===== src/rtl/l2_cacheline_adaptor.sv =====
// Converts 256-bit L2 line fills and write-backs into 4-beat 64-bit memory bursts.
// The L2 control unit sees a single-cycle completion pulse on resp_o.
//
// state | meaning
// IDLE  | waiting for read_i / write_i, captures address (and line on write)
// RD    | read_o high, one beat stored per resp_i cycle
// WR    | write_o high, one beat presented per resp_i cycle
// DONE  | resp_o pulse to L2, back to IDLE next cycle
module l2_cacheline_adaptor #(
  parameter int s_line   = 256,
  parameter int s_burst  = 64,
  parameter int s_offset = 5
) (
  input  logic               clk,
  input  logic               rst,
  input  logic [s_line-1:0]  line_i,
  output logic [s_line-1:0]  line_o,
  input  logic [31:0]        address_i,
  input  logic               read_i,
  input  logic               write_i,
  output logic               resp_o,
  input  logic [s_burst-1:0] burst_i,
  output logic [s_burst-1:0] burst_o,
  output logic [31:0]        address_o,
  output logic               read_o,
  output logic               write_o,
  input  logic               resp_i
);

  localparam int BEATS = s_line / s_burst;
  localparam int CW    = $clog2(BEATS);

  typedef enum logic [1:0] {IDLE, RD, WR, DONE} state_t;

  state_t             state_q, state_d;
  logic [CW-1:0]      cnt_q, cnt_d;
  logic [s_line-1:0]  buf_q, buf_d;
  logic [31:0]        addr_q, addr_d;
  logic               last_beat;

  assign last_beat = (cnt_q == CW'(BEATS - 1));
  assign line_o    = buf_q;
  assign address_o = addr_q;

  always_comb begin
    state_d = state_q;
    cnt_d   = cnt_q;
    buf_d   = buf_q;
    addr_d  = addr_q;
    read_o  = 1'b0;
    write_o = 1'b0;
    resp_o  = 1'b0;
    burst_o = '0;
    case (state_q)
      IDLE: begin
        if (read_i) begin
          addr_d  = {address_i[31:s_offset], {s_offset{1'b0}}};
          cnt_d   = '0;
          state_d = RD;
        end else if (write_i) begin
          addr_d  = {address_i[31:s_offset], {s_offset{1'b0}}};
          buf_d   = line_i;
          cnt_d   = '0;
          state_d = WR;
        end
      end
      RD: begin
        read_o = 1'b1;
        if (resp_i) begin
          buf_d[cnt_q*s_burst +: s_burst] = burst_i;
          // counter parks on the last beat; only the IDLE capture clears it
          if (last_beat) state_d = DONE;
          else           cnt_d   = cnt_q + CW'(1);
        end
      end
      WR: begin
        write_o = 1'b1;
        burst_o = buf_q[cnt_q*s_burst +: s_burst];
        if (resp_i) begin
          if (last_beat) state_d = DONE;
          else           cnt_d   = cnt_q + CW'(1);
        end
      end
      DONE: begin
        resp_o  = 1'b1;
        state_d = IDLE;
      end
      default: state_d = IDLE;
    endcase
  end

  always_ff @(posedge clk) begin
    if (rst) begin
      state_q <= IDLE;
      cnt_q   <= '0;
      buf_q   <= '0;
      addr_q  <= '0;
    end else begin
      state_q <= state_d;
      cnt_q   <= cnt_d;
      buf_q   <= buf_d;
      addr_q  <= addr_d;
    end
  end

endmodule


===== config.mk =====
export PLATFORM = sky130hd
export DESIGN_NAME = l2_cacheline_adaptor
export DESIGN_NICKNAME = d
export VERILOG_FILES = /design/src/rtl/l2_cacheline_adaptor.sv
export SDC_FILE = /design/constraint.sdc
export NUM_CORES = 1
export LEC_CHECK = 0
export BUFFER_PORTS_ARGS = -buffer_cell sky130_fd_sc_hd__buf_2
export CAP_MARGIN = 10
export CORE_AREA = 5 5 278 280
export CTS_CLUSTER_SIZE = 40
export DETAILED_ROUTE_END_ITERATION = 10
export DIE_AREA = 0 0 283 285
export GPL_TIMING_DRIVEN = 0
export PLACE_DENSITY_LB_ADDON = 0.2
export SYNTH_ARGS = -nofsm -noshare
export SYNTH_HDL_FRONTEND = slang
export SYNTH_SLANG_ARGS = --single-unit

===== constraint.sdc =====
create_clock -name clk -period 8.18 [get_ports clk]
set_input_delay 1.636 -clock clk [delete_from_list [all_inputs] [get_ports clk]]
set_output_delay 1.636 -clock clk [all_outputs]
set_load 0.02 [all_outputs]

==> results.yml <==
worst_setup_path:
  startpoint_type: "flop"
  cp.arrival_ns: 3.36
  r2r_cells: 10
  cp_num_cells: 5
  endpoint: "burst_o[38]"
  crit_type: "flop to output pin"
  cp_cell_sequence: "clkbuf_1, clkbuf_1, mux4_2, and2_1, buf_2"
  required_ns: 6.54
  endpoint_kind: "output pin"
  r2r_setup_slack_ns: 3.81
  crit_family: "buffers and inverters"
  cp_max_fo: 10
  r2r_end: "line_o[133]"
  cpMaxStageDelayCell: "clkbuf_1"
  cpMostUsedCell: "clkbuf_1"
  path_buf_inv: 3
  setup.worst_path.start: "cnt_q[1]"
  crit_path_max_incr_delay_ns: 0.83
  r2r_start: "cnt_q[1]"
clock_tree:
  cts_resized: 0
  root_buffer: "clkbuf_16"
  cts_inserted_buffers: 37
  cts_sinks: 287
  postCtsSetupBuffers: 0
  ctsLongestPathBuffers: 3
  h-tree-depth: 2
  clk-insertion-delay-late_ns: 0.55
  cts_hold_buffers: 0
  clk_pin_slew_ns: 0.06
  cts_tree: "done"
final_layout:
  area_growth_pct: 41.8
  nets: 2802
  drive_above_1_share_pct: 39.1
  fill_cells: 8144
  instances_no_fill: 3442
global_routing:
  grt_overflow: 0
  grt_usage_pct: 21.8
  grt_max_degree: 13
  antenna_found_initial: 31
  grt_pass1_vias: 17400
  grt_first_pass_wirelength_mm: 130
yosys:
  synth_edf_count: 0
  async_reset_ff_share_pct: 0
  synth-seq-cells: 287
  syn-cell-area_um2: 14500
  synth_area_leaders: "dfxtp_1 40%, nand2_1 11%, mux4_2 9.9%, a311oi_1 8.0%, nor2_1 6.8%"
  synth_common_cells: "441 x nand2_1, 287 x dfxtp_1, 262 x nor2_1"
  ys_warn_count: 0
  syn_avg_cell_area_um2: 8.59
  synth_most_common_cell: "nand2_1"
  synth.distinct_cells: 37
  synth_ff_type: "dfxtp_1"
  yosys.area.top_type_share_pct: 39.6
  synth_top_cell_by_area: "dfxtp_1"
  ys_seq_area_share_pct: 39.6
  synth_cells: 1689
sta:
  rsz0062_at_grt: "no"
  slew_viol_final: 0
  max_slew_margin_pct: 13.7
  finalSetupTns_ns: 0
  fin_crit_ns: 5.00
  setup_viol: 0
  skew_ns: 0.0252
  worst_pin_slew_ns: 1.29
  fin_crit_sh_pct: 61.1
  max_freq_mhz: 200
  hold_violations: 0
power:
  peakVddDrop_v: 0.000146
  total_leakage_power_uw: 0.00913
  cellPowerDensity_nw_per_um2: 409
placed_design:
  placedCellCount: 3364
  portBuffers: 700
  post-dp-hpwl_mm: 73.6
  place.gp.congestion: 0.899
route:
  drc: 0
  first_pass_iters: 5
  wl_mm: 92.9
  wl_per_cell_um: 27.0
  vias: 16900
  ant_nets: 0
  drtIter0Drc: 1134
  detail_route.vias_per_cell: 4.92
floorplanning:
  core_area_um2: 74200
  dieWidth_um: 283
  ios: 712
  die-area_um2: 80700
  start_util_pct: 19.6
  fp.dieH_um: 285
  core.rowCount: 100
worst_hold_path:
  holdPathStages: 2
  hold_path.class: "flop to flop"
status:
  status: "finished clean"
flow_run:
  cap_violations: 0
==> state kept, by name, indices dropped and copies added, names as in the netlist <==
signal,cells
state_q,2
cnt_q,2
line_o,256
address_o,27
==> worst min-delay path by stage <==
| stage | startpoint | to | slack (ns) |
|---|---|---|---|
| floorplan | state_q[0] | state_q[0] | 0.51 |
| global route | address_o[29] | address_o[29] | 0.47 |
| global placement | address_o[31] | address_o[31] | 0.44 |
| finish | address_o[12] | address_o[12] | 0.45 |
| detailed placement | address_o[29] | address_o[29] | 0.45 |
| CTS | address_o[21] | address_o[21] | 0.46 |
==> cells by family after synthesis <==
| group | count (synthesis) | share of synthesized area, % |
|---|---|---|
| simple gates | 843 | 23.9 |
| compound gates | 301 | 19.9 |
| flops | 287 | 39.6 |
| buf+inv | 181 | 5.72 |
| mux | 66 | 10.1 |
| fa+ha+maj | 10 | 0.862 |
| other cells | 1 | 0.0258 |
==> cell usage in the layout (no fill, tap or decap), types with 2 or more instances in the layout <==
| cell type | n |
|---|---|
| a221oi_1 | 64 |
| nor3_1 | 64 |
| clkinvlp_4 | 2 |
| nand2b_1 | 2 |
| nor2_1 | 262 |
| dfxtp_1 | 287 |
| ha_1 | 10 |
| mux2i_1 | 2 |
| clkbuf_1 | 99 |
| a21oi_1 | 30 |
| and4_1 | 2 |
| clkbuf_8 | 7 |
| diode_2 | 11 |
| clkinv_2 | 5 |
| mux4_2 | 64 |
| clkbuf_16 | 39 |
| buf_1 | 11 |
| inv_1 | 5 |
| and2_1 | 64 |
| nor2b_1 | 2 |
| a211oi_1 | 5 |
| buf_2 | 758 |
| conb_1 | 5 |
| a21boi_1 | 3 |
| a311oi_1 | 132 |
| nor4b_1 | 2 |
| a311oi_2 | 60 |
| nand2_1 | 441 |
| bufinv_16 | 4 |
| buf_6 | 7 |
| buf_8 | 2 |
| buf_4 | 9 |
==> area by class of cell <==
type / instances / area (um2) / share of cell area, %
multi-input cells: 1225 / 7950 / 38.6
flip-flops and latches: 287 / 5750 / 27.9
repair buffers: 703 / 3540 / 17.2
well taps: 969 / 1210 / 5.89
clock buffers: 54 / 1100 / 5.35
plain buffers: 175 / 808 / 3.93
clock inverters: 12 / 169 / 0.821
diodes: 11 / 27.5 / 0.134
inverters: 6 / 22.5 / 0.109
==> worst reg2reg max path, cell delays in order (launching register included) <==
cell and delay, ns:
dfxtp_1 0.40, clkbuf_1 0.83, clkbuf_1 0.68, inv_1 0.25, ha_1 0.46, nor2b_1 0.19
and4_1 0.19, buf_2 0.45, buf_2 0.40, nand2_1 0.12, a311oi_1 0.29
==> report_power, final <==
part	switching [uW]	total (uW)	leakage, uW	internal (uW)
combinational	2970	4390	0.00613	1430
sequential	423	2280	0.00237	1860
clock	679	1740	0.000621	1060
==> through the flow <==
step | setup WS, ns | hold slack, ns | total power (uW) | instance area [um2] | utilization (%)
after global routing | 3.12 | 0.473 | 8910 | 20600 | 27.7
after CTS | 3.11 | 0.457 | 8500 | 20500 | 27.7
final | 3.18 | 0.455 | 8410 | 20600 | 27.7
after global placement | 3.44 | 0.442 | 6670 | 19200 | 25.9
after detailed placement | 3.49 | 0.448 | 6730 | 19300 | 26.0
after floorplan | 4.76 | 0.511 | 4850 | 14500 | -
==> metal layers <==
metal  vias up  wire (um)  GRT usage [%]
met5         -        151              0
met1      8300      37500           26.2
li1       7570          -              -
met2       863      44100           36.9
met3       178       7740           6.62
met4        24       3330           8.02
(Power assumes the default switching activity.)
